[config.mk]
export PLATFORM = sky130hd
export DESIGN_NAME = id_ex_operand_stage
export DESIGN_NICKNAME = d
export VERILOG_FILES = /design/src/rtl/id_ex_operand_stage.sv
export SDC_FILE = /design/constraint.sdc
export NUM_CORES = 1
export LEC_CHECK = 0
export ABC_AREA = 1
export BUFFER_PORTS_ARGS = -buffer_cell sky130_fd_sc_hd__buf_2
export CELL_PAD_IN_SITES_DETAIL_PLACEMENT = 1
export CELL_PAD_IN_SITES_GLOBAL_PLACEMENT = 2
export CORE_MARGIN = 2
export CORE_UTILIZATION = 24
export CTS_BUF_LIST = sky130_fd_sc_hd__clkbuf_4 sky130_fd_sc_hd__clkbuf_8 sky130_fd_sc_hd__clkbuf_16
export DETAILED_ROUTE_END_ITERATION = 12
export HOLD_SLACK_MARGIN = 0.03
export PLACE_DENSITY = 0.84
export SLEW_MARGIN = 20
export SYNTH_ARGS = -nofsm -noshare
export SYNTH_HDL_FRONTEND = slang
export SYNTH_SLANG_ARGS = --single-unit
[constraint.sdc]
create_clock -name clk -period 2.1 [get_ports clk]
set_clock_uncertainty 0.05 [all_clocks]
set_input_delay 0.42 -clock clk [delete_from_list [all_inputs] [get_ports clk]]
set_output_delay 0.42 -clock clk [all_outputs]
set_load 0.02 [all_outputs]
[src/rtl/id_ex_operand_stage.sv]
// id_ex_operand_stage
//   ID/EX pipeline register plus operand-select stage feeding the ALU.
//   Latches the decoded instruction each cycle. Forwards rs1/rs2 from the
//   EX/MEM and MEM/WB stages. Selects the PC or immediate operands, and flags
//   load-use hazards. A bubble (flush or load-use) presents ADD 0+0 to the ALU.
//
// Ports
//   clk, rst                   clock, synchronous active-high reset
//   stall, flush               hold / kill the stage registers
//   id_*                       decoded fields of the instruction in ID
//   exmem_*, memwb_*           downstream writeback info used for forwarding
//   alu_in1, alu_in2, aluop    ALU operands and op code
//   ex_valid, ex_pc, ex_rd_addr, ex_regwrite, ex_memread, ex_store_data
//                              EX-slot instruction info
//   load_use_stall             request to hold IF/ID for one cycle
module id_ex_operand_stage #(
  parameter int unsigned XLEN       = 32,
  parameter int unsigned REG_ADDR_W = 5
) (
  input  logic                  clk,
  input  logic                  rst,
  input  logic                  stall,
  input  logic                  flush,
  input  logic                  id_valid,
  input  logic [XLEN-1:0]       id_pc,
  input  logic [XLEN-1:0]       id_rs1_data,
  input  logic [XLEN-1:0]       id_rs2_data,
  input  logic [XLEN-1:0]       id_imm,
  input  logic [REG_ADDR_W-1:0] id_rs1_addr,
  input  logic [REG_ADDR_W-1:0] id_rs2_addr,
  input  logic [REG_ADDR_W-1:0] id_rd_addr,
  input  logic                  id_uses_rs1,
  input  logic                  id_uses_rs2,
  input  logic [3:0]            id_aluop,
  input  logic                  id_alusrc1,
  input  logic                  id_alusrc2,
  input  logic                  id_regwrite,
  input  logic                  id_memread,
  input  logic                  exmem_regwrite,
  input  logic [REG_ADDR_W-1:0] exmem_rd,
  input  logic [XLEN-1:0]       exmem_result,
  input  logic                  memwb_regwrite,
  input  logic [REG_ADDR_W-1:0] memwb_rd,
  input  logic [XLEN-1:0]       memwb_result,
  output logic [XLEN-1:0]       alu_in1,
  output logic [XLEN-1:0]       alu_in2,
  output logic [3:0]            aluop,
  output logic                  ex_valid,
  output logic [XLEN-1:0]       ex_pc,
  output logic [REG_ADDR_W-1:0] ex_rd_addr,
  output logic                  ex_regwrite,
  output logic                  ex_memread,
  output logic [XLEN-1:0]       ex_store_data,
  output logic                  load_use_stall
);

  logic                  valid_q,    valid_d;
  logic [XLEN-1:0]       pc_q,       pc_d;
  logic [XLEN-1:0]       rs1_data_q, rs1_data_d;
  logic [XLEN-1:0]       rs2_data_q, rs2_data_d;
  logic [XLEN-1:0]       imm_q,      imm_d;
  logic [REG_ADDR_W-1:0] rs1_addr_q, rs1_addr_d;
  logic [REG_ADDR_W-1:0] rs2_addr_q, rs2_addr_d;
  logic [REG_ADDR_W-1:0] rd_addr_q,  rd_addr_d;
  logic [3:0]            aluop_q,    aluop_d;
  logic                  alusrc1_q,  alusrc1_d;
  logic                  alusrc2_q,  alusrc2_d;
  logic                  regwrite_q, regwrite_d;
  logic                  memread_q,  memread_d;

  logic [XLEN-1:0]       fwd_rs1;
  logic [XLEN-1:0]       fwd_rs2;
  logic                  hazard_rs1;
  logic                  hazard_rs2;

  // Load-use hazard: a load in EX whose rd is read by the instruction in ID.
  // Suppressed during flush because the ID instruction is being discarded.
  always_comb begin
    hazard_rs1     = id_uses_rs1 && (id_rs1_addr == rd_addr_q);
    hazard_rs2     = id_uses_rs2 && (id_rs2_addr == rd_addr_q);
    load_use_stall = valid_q && memread_q && (rd_addr_q != '0) && id_valid
                     && (hazard_rs1 || hazard_rs2) && !flush;
  end

  // Next-state: flush > stall > load-use bubble > capture.
  always_comb begin
    valid_d    = valid_q;
    pc_d       = pc_q;
    rs1_data_d = rs1_data_q;
    rs2_data_d = rs2_data_q;
    imm_d      = imm_q;
    rs1_addr_d = rs1_addr_q;
    rs2_addr_d = rs2_addr_q;
    rd_addr_d  = rd_addr_q;
    aluop_d    = aluop_q;
    alusrc1_d  = alusrc1_q;
    alusrc2_d  = alusrc2_q;
    regwrite_d = regwrite_q;
    memread_d  = memread_q;
    if (flush || (!stall && load_use_stall)) begin
      // Bubble: every field zero so the ALU sees ADD 0+0.
      valid_d    = 1'b0;
      pc_d       = '0;
      rs1_data_d = '0;
      rs2_data_d = '0;
      imm_d      = '0;
      rs1_addr_d = '0;
      rs2_addr_d = '0;
      rd_addr_d  = '0;
      aluop_d    = '0;
      alusrc1_d  = 1'b0;
      alusrc2_d  = 1'b0;
      regwrite_d = 1'b0;
      memread_d  = 1'b0;
    end else if (!stall) begin
      valid_d    = id_valid;
      pc_d       = id_pc;
      rs1_data_d = id_rs1_data;
      rs2_data_d = id_rs2_data;
      imm_d      = id_imm;
      rs1_addr_d = id_rs1_addr;
      rs2_addr_d = id_rs2_addr;
      rd_addr_d  = id_rd_addr;
      aluop_d    = id_aluop;
      alusrc1_d  = id_alusrc1;
      alusrc2_d  = id_alusrc2;
      regwrite_d = id_regwrite;
      memread_d  = id_memread;
    end
  end

  always_ff @(posedge clk) begin
    if (rst) begin
      valid_q    <= 1'b0;
      pc_q       <= '0;
      rs1_data_q <= '0;
      rs2_data_q <= '0;
      imm_q      <= '0;
      rs1_addr_q <= '0;
      rs2_addr_q <= '0;
      rd_addr_q  <= '0;
      aluop_q    <= '0;
      alusrc1_q  <= 1'b0;
      alusrc2_q  <= 1'b0;
      regwrite_q <= 1'b0;
      memread_q  <= 1'b0;
    end else begin
      valid_q    <= valid_d;
      pc_q       <= pc_d;
      rs1_data_q <= rs1_data_d;
      rs2_data_q <= rs2_data_d;
      imm_q      <= imm_d;
      rs1_addr_q <= rs1_addr_d;
      rs2_addr_q <= rs2_addr_d;
      rd_addr_q  <= rd_addr_d;
      aluop_q    <= aluop_d;
      alusrc1_q  <= alusrc1_d;
      alusrc2_q  <= alusrc2_d;
      regwrite_q <= regwrite_d;
      memread_q  <= memread_d;
    end
  end

  // x0 always reads as zero and is never a forwarding target; EX/MEM is
  // the younger producer so it wins over MEM/WB.
  always_comb begin
    if (rs1_addr_q == '0)
      fwd_rs1 = '0;
    else if (exmem_regwrite && (exmem_rd == rs1_addr_q))
      fwd_rs1 = exmem_result;
    else if (memwb_regwrite && (memwb_rd == rs1_addr_q))
      fwd_rs1 = memwb_result;
    else
      fwd_rs1 = rs1_data_q;

    if (rs2_addr_q == '0)
      fwd_rs2 = '0;
    else if (exmem_regwrite && (exmem_rd == rs2_addr_q))
      fwd_rs2 = exmem_result;
    else if (memwb_regwrite && (memwb_rd == rs2_addr_q))
      fwd_rs2 = memwb_result;
    else
      fwd_rs2 = rs2_data_q;
  end

  always_comb begin
    alu_in1       = alusrc1_q ? pc_q  : fwd_rs1;
    alu_in2       = alusrc2_q ? imm_q : fwd_rs2;
    aluop         = aluop_q;
    ex_valid      = valid_q;
    ex_pc         = pc_q;
    ex_rd_addr    = rd_addr_q;
    ex_regwrite   = regwrite_q && valid_q;
    ex_memread    = memread_q && valid_q;
    ex_store_data = fwd_rs2;
  end

endmodule
After elaboration in Yosys (flattened, before gate mapping)
Index checks and enable logic that the tools add are counted.

cells by class
  eq/ne operators = 6
  reduce and logical (&&, ||, !) cells = 21
  multiplexer cells = 8

operators by type and width
  operator             number
  32-bit two-way mux   8
  5-bit equality test  6
  1-bit logical AND    13
  5-bit zero test      2
  5-bit nonzero test   1
  1-bit zero test      2
  1-bit logical OR     2
  2-bit OR reduction   1

storage, ports and cells
  logic and storage cells = 48
  input port bits = 234
  register bits after elaboration = 152
  output and inout bits = 141

Depth between registers and ports, before layout
Gate-level depths: netlist of run 1.

  depth after elaboration = 8
  mapped depth = 11
  gate-level depth less buffers = 9

Worst setup path after synthesis of run 1
No wires, ideal clock.

  kind = input -> output
  start = input memwb_rd[4]
  end = output alu_in1[10]
  stages = 10
  arrival = 1.427 ns
  path buffers = 1
  path slack = 0.203 ns
  data required time = 1.630 ns
  cell sequence = inv_1 > nand2_1 > o21ai_0 > nor2_1 > nand3_2 > buf_6 > nand2_1 > nand3_1 > nand2_1 > nand2_1

between the ends
  cells in the longest elaborated chain, start to end = 6

ends and longest elaborated chain
  item                 line  RTL
  from (decl)          43    input logic [REG_ADDR_W-1:0] memwb_rd,
  5-bit equality test  171   else if (memwb_regwrite && (memwb_rd == rs1_addr_q))
  1-bit logical AND    171
  32-bit two-way mux   171
  32-bit two-way mux   169   else if (exmem_regwrite && (exmem_rd == rs1_addr_q))
  32-bit two-way mux   167   if (rs1_addr_q == '0)
  32-bit two-way mux   187   alu_in1 = alusrc1_q ? pc_q : fwd_rs1;
  to (decl)            45    output logic [XLEN-1:0] alu_in1,

No other way between the ends.

Final worst setup path of run 1
  start = register rs2_addr_q[3]
  end = output alu_in2[20]

between the ends
  cells in the longest elaborated chain, start to end = 6
  elaborated cells on any way between the ends = 9
  classes of those cells = eq/ne (2); mux (4); reduce/logical (3)

ends and longest elaborated chain
  item                    line  RTL
  from (decl)             63    logic [REG_ADDR_W-1:0] rs2_addr_q, rs2_addr_d;
  from (signal assigned)  154   rs2_addr_q <= rs2_addr_d;
  5-bit equality test     180   else if (memwb_regwrite && (memwb_rd == rs2_addr_q))
  1-bit logical AND       180
  32-bit two-way mux      180
  32-bit two-way mux      178   else if (exmem_regwrite && (exmem_rd == rs2_addr_q))
  32-bit two-way mux (*)  176   if (rs2_addr_q == '0)
  32-bit two-way mux (*)  188   alu_in2 = alusrc2_q ? imm_q : fwd_rs2;
  to (decl)               46    output logic [XLEN-1:0] alu_in2,

Mark *: on every way between the ends. The rest lies on a longest branch, timed or not.

==> impl_metrics.py, run 1 <==
metrics = {
    "setup_path": {
        "path_class": "reg2out",
        "r2r-end": "ex_pc[15]",
        "critPathArrivalTime_ns": 2.08,
        "r2r_slack_ns": 0.32,
        "crit_end": "alu_in2[20]",
        "startpoint": "rs2_addr_q[3]",
        "cp_max_fo": 9,
        "crit_slowest_cell": "dfxtp_2",
        "crit_path_max_incr_delay_ns": 0.34,
        "cp_cell_sequence": "buf_6, nand2_2, nand2_2, nor2_4, nand3_4, buf_12, clkbuf_16, nor2_2, nor2_2, nand3_1, nand2_1, buf_4",
        "worst_ep_required_time_ns": 1.63,
        "reg2regPathDepth": 8,
        "r2r_start": "ex_rd_addr[2]",
        "worst_setup_path_start_kind": "flip-flop",
        "cp-end-kind": "primary output",
    },
    "final_layout": {
        "layout_commonest_cell": "buf_2",
        "drive_gt1_frac": 0.499,
        "fin_area_um2": 14700,
        "layout_common_cells": "buf_2, nor2_1, nand2_1, dfxtp_1, mux2i_1",
        "final_nets": 1923,
        "area_growth_pct": 70.5,
    },
    "hold_path": {
        "hold_class": "in2reg",
    },
    "power": {
        "power.leakage_nw": 7.62,
        "powerDensity_nw_per_um2": 567,
        "peakVddDrop_uv": 572,
    },
    "global_route": {
        "grt_pass1_wl_um": 61900,
        "grt_max_degree": 61,
        "grt_usage": 0.215,
        "grt_pass1_vias": 10542,
        "overflow": 0,
        "grt_antenna_before_repair": 5,
    },
    "yosys": {
        "synth_edf_count": 0,
        "synth_top_cell_by_area": "dfxtp_1",
        "synth_area_leaders": "dfxtp_1, mux2i_1, nand2_1",
        "synth_top_area_frac": 0.354,
        "synth_nets": 1517,
        "ys_seq_area_frac": 0.354,
        "ys_ff_latch": 152,
        "synthesis.area_per_instance_um2": 6.70,
        "yosysWarnings": 0,
        "ys_async_sr_fraction": 0,
        "ys.flop_type": "dfxtp_1",
        "synth_area_um2": 8590,
        "synth.distinct_cells": 21,
        "syn_inst": 1283,
    },
    "routing": {
        "drt-vias-per-instance": 4.78,
        "drc_errors": 0,
        "dr_wl_met2_um": 22500,
        "ant_nets": 0,
        "wl_met1_um": 18700,
        "wirelength_um": 44800,
        "met3WireLength_um": 2760,
        "first_pass_iters": 4,
        "first_iter_violations": 400,
        "wire_per_inst_um": 20.7,
        "top_layer_used": "met5",
        "vias": 10359,
    },
    "sta": {
        "setup-violations-final": 96,
        "min_period_over_period": 1.21,
        "finalHoldViolations": 0,
        "period_minus_slack_ns": 2.55,
        "rsz0062_at_grt": "yes",
        "worst_slack_ns": -0.448,
        "holdWs_ns": 0.162,
        "drv_slew": 0,
        "worst_slew_pin_slew_ns": 0.492,
        "relSlewSlack": 0.672,
        "clock.fmax_mhz": 392,
        "final.setup.tns_ns": -35.30,
    },
    "clock_network": {
        "worstSkewPairLatency_ns": 0.44,
        "cts_buffers": 17,
        "htreeDepth": 4,
        "clk_root_buffer_cell": "clkbuf_16",
        "cts_tree": "built",
        "clock_sinks": 152,
        "clk_pin_slew_worst_paths_ns": 0.07,
        "clk_path_buf_depth": 2,
    },
    "run_status": {
        "failed_checks": "negative setup slack",
        "status": "finished, violations left",
    },
    "floorplanning": {
        "start_util": 0.243,
        "rows": 69,
        "die_h_um": 193,
        "die_w_um": 193,
        "pin_count": 375,
        "die_area_um2": 37300,
        "coreArea_um2": 35400,
    },
    "flow_run": {
        "cap_violations": 0,
    },
    "place": {
        "globalplace.congestion": 0.821,
        "dp.final_hpwl_um": 29900,
        "placedInstanceArea_um2": 11400,
        "numPortBuffers": 374,
        "place_ws_ns": -0.233,
    },
}
-- cell type report --
type	instances	area (µm²)
antenna	3	7.51
clock buffer	20	454
clock inverter	11	126
fill	4342	20700
inverter	67	262
multi-input combinational	979	6190
sequential	152	3070
tap	461	577
timing repair buffer	472	3970
-- layer usage --
| layer | vias to the layer above | global-route usage |
|---|---|---|
| met5 | - | 0 |
| met4 | 4 | 0.0608 |
| met3 | 51 | 0.0520 |
| met2 | 355 | 0.378 |
| met1 | 5002 | 0.261 |
| li1 | 4947 | - |
-- kinds of logic after synthesis --
logic type | Yosys count | synth area share
mux | 136 | 0.158
xor+xnor | 4 | 0.00408
simple gates | 807 | 0.385
buf+inv | 152 | 0.0796
flops | 152 | 0.354
compound gates | 32 | 0.0186
-- state kept, by name, indices dropped and copies added (netlist names) --
| register | flops |
|---|---|
| ex_pc | 32 |
| imm_q | 32 |
| rs1_data_q | 32 |
| rs2_data_q | 32 |
| ex_rd_addr | 5 |
| rs1_addr_q | 5 |
| rs2_addr_q | 5 |
| aluop | 4 |
| alusrc1_q | 1 |
| alusrc2_q | 1 |
| ex_valid | 1 |
| memread_q | 1 |
| regwrite_q | 1 |
-- Yosys cell counts, types with 4 or more instances --
cell type / n
mux2i_1: 136
nor2_1: 306
dfxtp_1: 152
o21ai_1: 5
nand4_1: 35
nand3_1: 134
buf_4: 9
inv_2: 9
xor2_1: 4
clkbuf_1: 21
buf_2: 46
nand2_1: 326
buf_1: 6
inv_1: 58
o21ai_0: 24
-- power breakdown --
group / total (mW) / internal (mW) / switching, mW
Clock: 3.20 / 1.80 / 1.39
Combinational: 2.06 / 0.890 / 1.17
Sequential: 3.06 / 2.98 / 0.0753
-- metrics by stage --
| step | std cells | util | power [mW] |
|---|---|---|---|
| 5_1_grt | 2164 | 0.414 | 8.66 |
| 6_report | 2165 | 0.414 | 8.31 |
| 3_5_place_dp | 2091 | 0.321 | 4.71 |
| 4_1_cts | 2145 | 0.375 | 8.16 |
| 2_1_floorplan | 1283 | - | 3.96 |
| 3_3_place_gp | 2091 | 0.321 | 4.67 |
-- worst max-delay path: cells and delay by family (launching register included) --
kind | cells | cell delay, ns
AND/OR/NAND/NOR | 8 | 0.63
buffers and inverters | 4 | 0.65
flip-flops | 1 | 0.34
-- worst min path at each step --
stage                              start            end  slack [ns]  cells past startpoint
after floorplan                memread_q      memread_q        0.43                      2
after global placement          aluop[0]       aluop[0]        0.44                      2
after detailed placement   rs1_data_q[6]  rs1_data_q[6]        0.45                      2
after CTS                      id_imm[4]       imm_q[4]        0.14                      3
after global routing          id_imm[20]      imm_q[20]        0.16                      3
final                     id_rs1_data[6]  rs1_data_q[6]        0.16                      3
-- timing repair --
item	CTS	global route
resized for setup	286	320
endpoints found under the setup margin	97	97
endpoints found under the hold margin	0	0
pin swaps	51	99
gates cloned	10	15
setup buffers	15	4
hold buffers	0	0
Note: power is estimated with default switching activity, not from simulation.
==> run 2: changes to the inputs <==
- ABC_AREA: 1 -> unset
- CAP_MARGIN: unset -> 20
- CORE_UTILIZATION: 24 -> 25
==> impl_metrics.py, run 2 <==
metrics = {
    "final_layout": {
        "fillers": 2998,
        "drive_gt1_frac": 0.660,
        "multi_input_area_um2": 5290,
        "final_nets": 1400,
        "fin_area_um2": 13500,
        "post-route-util": 0.487,
        "layout_common_cells": "buf_2, a22o_1, dfxtp_1, buf_4, buf_6",
        "layout_commonest_cell": "buf_2",
        "area_growth_pct": 92.5,
        "ff_latch_area_um2": 3080,
    },
    "yosys": {
        "synth_nets": 963,
        "ys_ff_latch": 152,
        "synth_area_leaders": "dfxtp_1, a22o_1, mux2i_1",
        "ys.flop_type": "dfxtp_1",
        "ys_seq_area_frac": 0.435,
        "syn_inst": 729,
        "synth_top_area_frac": 0.435,
        "yosysWarnings": 0,
        "ys_async_sr_fraction": 0,
        "synth_area_um2": 7000,
        "synth.distinct_cells": 33,
        "ys_top_cells_by_count": "a22o_1, dfxtp_1, nand2_1, clkbuf_1, nor2_1",
        "synth_edf_count": 0,
        "synthesis.area_per_instance_um2": 9.61,
        "synth_top_cell_by_area": "dfxtp_1",
    },
    "clock_network": {
        "htreeDepth": 4,
        "clock_sinks": 152,
        "worstSkewPairLatency_ns": 0.43,
        "clk_root_buffer_cell": "clkbuf_16",
        "clk_pin_slew_worst_paths_ns": 0.07,
        "clk_path_buf_depth": 2,
        "cts_tree": "built",
        "cts_buffers": 17,
    },
    "flow_run": {
        "cap_violations": 0,
    },
    "floorplanning": {
        "start_util": 0.253,
        "die_w_um": 171,
        "die_area_um2": 29400,
        "die_h_um": 171,
        "coreArea_um2": 27700,
        "pin_count": 375,
        "rows": 61,
    },
    "power": {
        "p_int_mw": 5.95,
        "power.share.sequential": 0.370,
        "p_switching_mw": 2.35,
        "power.leakage_nw": 5.69,
        "powerDensity_nw_per_um2": 615,
        "peakVddDrop_uv": 496,
        "combinationalPowerShare": 0.205,
        "netSwitchingFraction": 0.283,
        "pwr-share-clk": 0.425,
    },
    "routing": {
        "drt-vias-per-instance": 5.27,
        "first_iter_violations": 409,
        "ant_nets": 0,
        "drc_errors": 0,
        "first_pass_iters": 5,
        "vias": 8229,
        "wire_per_inst_um": 24.6,
        "wirelength_um": 38400,
    },
    "run_status": {
        "failed_checks": "negative setup slack",
        "status": "finished, violations left",
    },
    "global_route": {
        "grt_max_degree": 81,
        "grt_antenna_before_repair": 5,
        "grt_pass1_vias": 8744,
        "overflow": 0,
        "grt_pass1_wl_um": 53500,
        "grt_usage": 0.243,
    },
    "sta": {
        "clock.fmax_mhz": 352,
        "rsz0062_at_grt": "yes",
        "setup-violations-final": 96,
        "worst_slew_pin_slew_ns": 0.609,
        "period_minus_slack_ns": 2.84,
        "worst_slack_ns": -0.739,
        "min_period_over_period": 1.35,
        "relSlewSlack": 0.594,
        "finalHoldViolations": 0,
        "final.setup.tns_ns": -63.98,
        "drv_slew": 0,
    },
    "place": {
        "numPortBuffers": 374,
        "dp.final_hpwl_um": 23800,
        "globalplace.congestion": 0.856,
        "placedInstanceArea_um2": 10300,
    },
    "setup_path": {
        "crit_slowest_cell": "and4_4",
        "cp_cell_sequence": "xnor2_2, and4_4, nand2_8, clkbuf_16, a211oi_4, o31ai_4, buf_6",
        "cp_max_fo": 8,
        "cp-end-kind": "primary output",
        "path_class": "reg2out",
        "worst_ep_required_time_ns": 1.63,
        "crit_path_max_incr_delay_ns": 0.41,
        "worst_setup_path_start_kind": "flip-flop",
        "critPathArrivalTime_ns": 2.37,
    },
    "hold_path": {
        "hold_class": "in2reg",
    },
}
-- run 2: cell count changes after synthesis, sizes merged, moves of 33 or more --
| cell | before | now |
|---|---|---|
| nor2 | 307 | 36 |
| nand3 | 137 | 0 |
| inv | 67 | 0 |
| a22o | 0 | 152 |
| mux2i | 136 | 32 |
| nand2 | 327 | 38 |
| nor3 | 1 | 34 |
| and3 | 0 | 34 |
-- run 2: final cells by class --
cell class / instances / share of cell area
Clock inverter: 10 / 0.0123
Timing Repair Buffer: 492 / 0.295
Clock buffer: 22 / 0.0362
Multi-Input combinational cell: 503 / 0.393
Tap cell: 378 / 0.0351
Sequential cell: 152 / 0.228
Antenna cell: 4 / 0.000742
-- run 2: layer usage --
layer	vias to the layer above	track usage	routed length (µm)
li1	3673	-	-
met1	4172	0.290	15400
met2	320	0.429	19600
met3	62	0.0564	2320
met4	2	0.0829	1080
met5	-	0	15
-- run 2: critical path, delay by kind of cell, from the launching register on --
kind,cells,cell delay (ns)
AOI/OAI and AO/OA,2,0.44
buffers and inverters,2,0.36
DFF,1,0.38
and+or+nand+nor,2,0.55
xor gates and xnor gates,1,0.19
-- run 2: path summary, 6_finish.rpt --
kind / from / endpoint / slack (ns) / cells after the start
max: rs2_addr_q[2] / alu_in2[7] / -0.74 / 7
min: id_rs1_data[2] / rs1_data_q[2] / 0.15 / 2
max reg2reg: ex_rd_addr[1] / rs1_data_q[11] / 0.14 / 8
min reg2reg: aluop[3] / aluop[3] / 0.43 / 1
-- run 2: logic make-up after synthesis --
kind of cell,synth area share
AO/OA/AOI/OAI,0.321
buffers and inverters,0.0522
AND/OR/NAND/NOR,0.109
flip-flops,0.435
multiplexers,0.0457
XOR/XNOR,0.0375
-- run 2: power groups by stage --
| stage | clock (mW) | combinational [mW] | sequential, mW |
|---|---|---|---|
| after floorplan | 0 | 0.542 | 3.13 |
| final | 3.52 | 1.70 | 3.07 |
| after global placement | 0 | 1.17 | 3.11 |
| after detailed placement | 0 | 1.19 | 3.11 |
| after global routing | 3.70 | 1.79 | 3.08 |
| after CTS | 3.54 | 1.62 | 3.06 |
-- run 2: metrics by stage --
stage	setup WS, ns	std cells	total power, mW	hold slack [ns]
after floorplan	-0.108	729	3.67	0.384
after global placement	-0.373	1488	4.28	0.402
after detailed placement	-0.442	1488	4.30	0.405
after CTS	-0.718	1545	8.22	0.135
after global routing	-0.804	1560	8.57	0.135
final	-0.739	1561	8.29	0.149
-- run 2: what timing repair did --
item                                    4_1_cts  5_1_grt
buffers inserted                             27       21
endpoints found under the setup margin       97       97
resized for setup                           265      159
gates cloned                                 13        6
hold buffers                                  0        0
pin swaps                                    59       74
==> run 3: changes to the inputs <==
- SKIP_LAST_GASP: unset -> 1
==> impl_metrics.py, run 3 (synthesis results as in run 2) <==
metrics = {
    "sta": {
        "period_minus_slack_ns": 2.88,
        "setup-violations-final": 96,
        "min_period_over_period": 1.37,
        "worst_slack_ns": -0.780,
        "drv_slew": 0,
        "relSlewSlack": 0.596,
        "holdWs_ns": 0.151,
        "finalHoldViolations": 0,
        "clock.fmax_mhz": 347,
        "rsz0062_at_grt": "yes",
        "worst_slew_pin_slew_ns": 0.606,
    },
    "setup_path": {
        "cp_cell_sequence": "or4_4, o21bai_4, nor3_4, buf_4, buf_4, a22oi_1, o21ai_2, buf_6",
        "cp_max_fo": 5,
        "crit_family": "simple AND/OR/NAND/NOR gates",
        "critPathArrivalTime_ns": 2.41,
        "crit_slowest_cell": "or4_4",
        "cp-end-kind": "primary output",
        "crit_top_cell": "buf_4",
        "crit_path_max_incr_delay_ns": 0.54,
        "worst-path-buf-inv": 3,
        "worst_setup_path_start_kind": "flip-flop",
        "path_class": "reg2out",
        "worst_ep_required_time_ns": 1.63,
    },
    "clock_network": {
        "cts_buffers": 17,
        "worstSkewPairLatency_ns": 0.43,
        "cts_tree": "built",
        "htreeDepth": 4,
        "clk_path_buf_depth": 2,
        "clock_sinks": 152,
        "clk_root_buffer_cell": "clkbuf_16",
        "clk_pin_slew_worst_paths_ns": 0.07,
    },
    "floorplanning": {
        "pin_count": 375,
        "die_w_um": 171,
        "die_h_um": 171,
        "die_area_um2": 29400,
        "rows": 61,
        "start_util": 0.253,
        "coreArea_um2": 27700,
    },
    "place": {
        "place_inst": 1488,
        "globalplace.congestion": 0.856,
        "numPortBuffers": 374,
        "dp.final_hpwl_um": 23800,
    },
    "global_route": {
        "overflow": 0,
        "grt_max_degree": 81,
        "grt_use_met3": 0.0571,
        "grt_antenna_before_repair": 5,
        "grt_pass1_wl_um": 53100,
        "grt_usage": 0.241,
        "grt_pass1_vias": 8701,
        "use_met1": 0.291,
        "gr-max-usage-layer": "met2",
        "grtUsageMet2": 0.422,
    },
    "routing": {
        "drt-vias-per-instance": 5.27,
        "first_iter_violations": 465,
        "vias": 8248,
        "drc_errors": 0,
        "first_pass_iters": 5,
        "wirelength_um": 38900,
        "wire_per_inst_um": 24.9,
        "ant_nets": 0,
    },
    "final_layout": {
        "stdcell_count": 1564,
        "area_growth_pct": 94.2,
        "layout_common_cells": "buf_2, a22o_1, dfxtp_1, buf_6, buf_4",
        "final_nets": 1403,
        "drive_gt1_frac": 0.670,
        "fillers": 2998,
        "layout_commonest_cell": "buf_2",
    },
    "run_status": {
        "failed_checks": "negative setup slack",
        "status": "finished, violations left",
    },
    "power": {
        "finalPower_mw": 8.31,
        "power.leakage_nw": 5.74,
        "peakVddDrop_uv": 491,
        "powerDensity_nw_per_um2": 611,
    },
    "hold_path": {
        "hold_class": "in2reg",
    },
    "flow_run": {
        "cap_violations": 0,
    },
}
[run 3: changes by cell type in the layout (fill, tap and decap cells not counted), sizes merged]
cell / before / now
buf: 486 / 487
clkbuf: 27 / 29
[run 3: stage by stage]
step | cell area, µm² | util | setup TNS, ns | worst slack (ns)
floorplan | 7430 | - | -0.979 | -0.108
global route | 13600 | 0.491 | -69.64 | -0.881
CTS | 12500 | 0.452 | -62.96 | -0.718
finish | 13600 | 0.491 | -60.61 | -0.780
global placement | 10300 | 0.372 | -29.04 | -0.373
detailed placement | 10300 | 0.372 | -32.96 | -0.442
[run 3: worst paths after layout]
| check | slack (ns) | depth (start not counted) | from | end |
|---|---|---|---|---|
| worst max-delay path | -0.78 | 8 | rs1_addr_q[4] | alu_in1[9] |
| worst min-delay path | 0.15 | 2 | id_pc[30] | ex_pc[30] |
| worst max register to register | 0.16 | 8 | ex_rd_addr[1] | rs1_data_q[11] |
| worst min register to register | 0.43 | 1 | regwrite_q | regwrite_q |
[run 3: timing repair]
action / in CTS / in global routing
buffers inserted: 27 / 27
setup endpoints to repair: 97 / 144
hold buffers: 0 / 0
pin swaps: 56 / 75
hold endpoints to repair: 0 / 0
gates cloned: 13 / 8
resized for setup: 240 / 203
[run 3: cell type report]
| type | instances | area, µm² | share of cell area |
|---|---|---|---|
| diodes | 4 | 10.0 | 0.000736 |
| clock buffers | 22 | 488 | 0.0359 |
| clock inverters | 10 | 166 | 0.0122 |
| multi-input cells | 503 | 5370 | 0.395 |
| flip-flops and latches | 152 | 3080 | 0.227 |
| well taps | 378 | 473 | 0.0348 |
| repair buffers | 495 | 4010 | 0.295 |
[run 3: power breakdown]
part | internal [mW] | switching (mW) | total (mW)
registers | 2.97 | 0.0909 | 3.06
logic | 0.853 | 0.891 | 1.74
clock network | 2.14 | 1.37 | 3.50
total | 5.96 | 2.35 | 8.31
[run 3: routing by layer]
| metal | routed length (µm) | share of wire |
|---|---|---|
| met2 | 19800 | 0.51 |
| met4 | 1050 | 0.027 |
| met5 | 15 | 0.00039 |
| met1 | 15500 | 0.40 |
| met3 | 2600 | 0.067 |
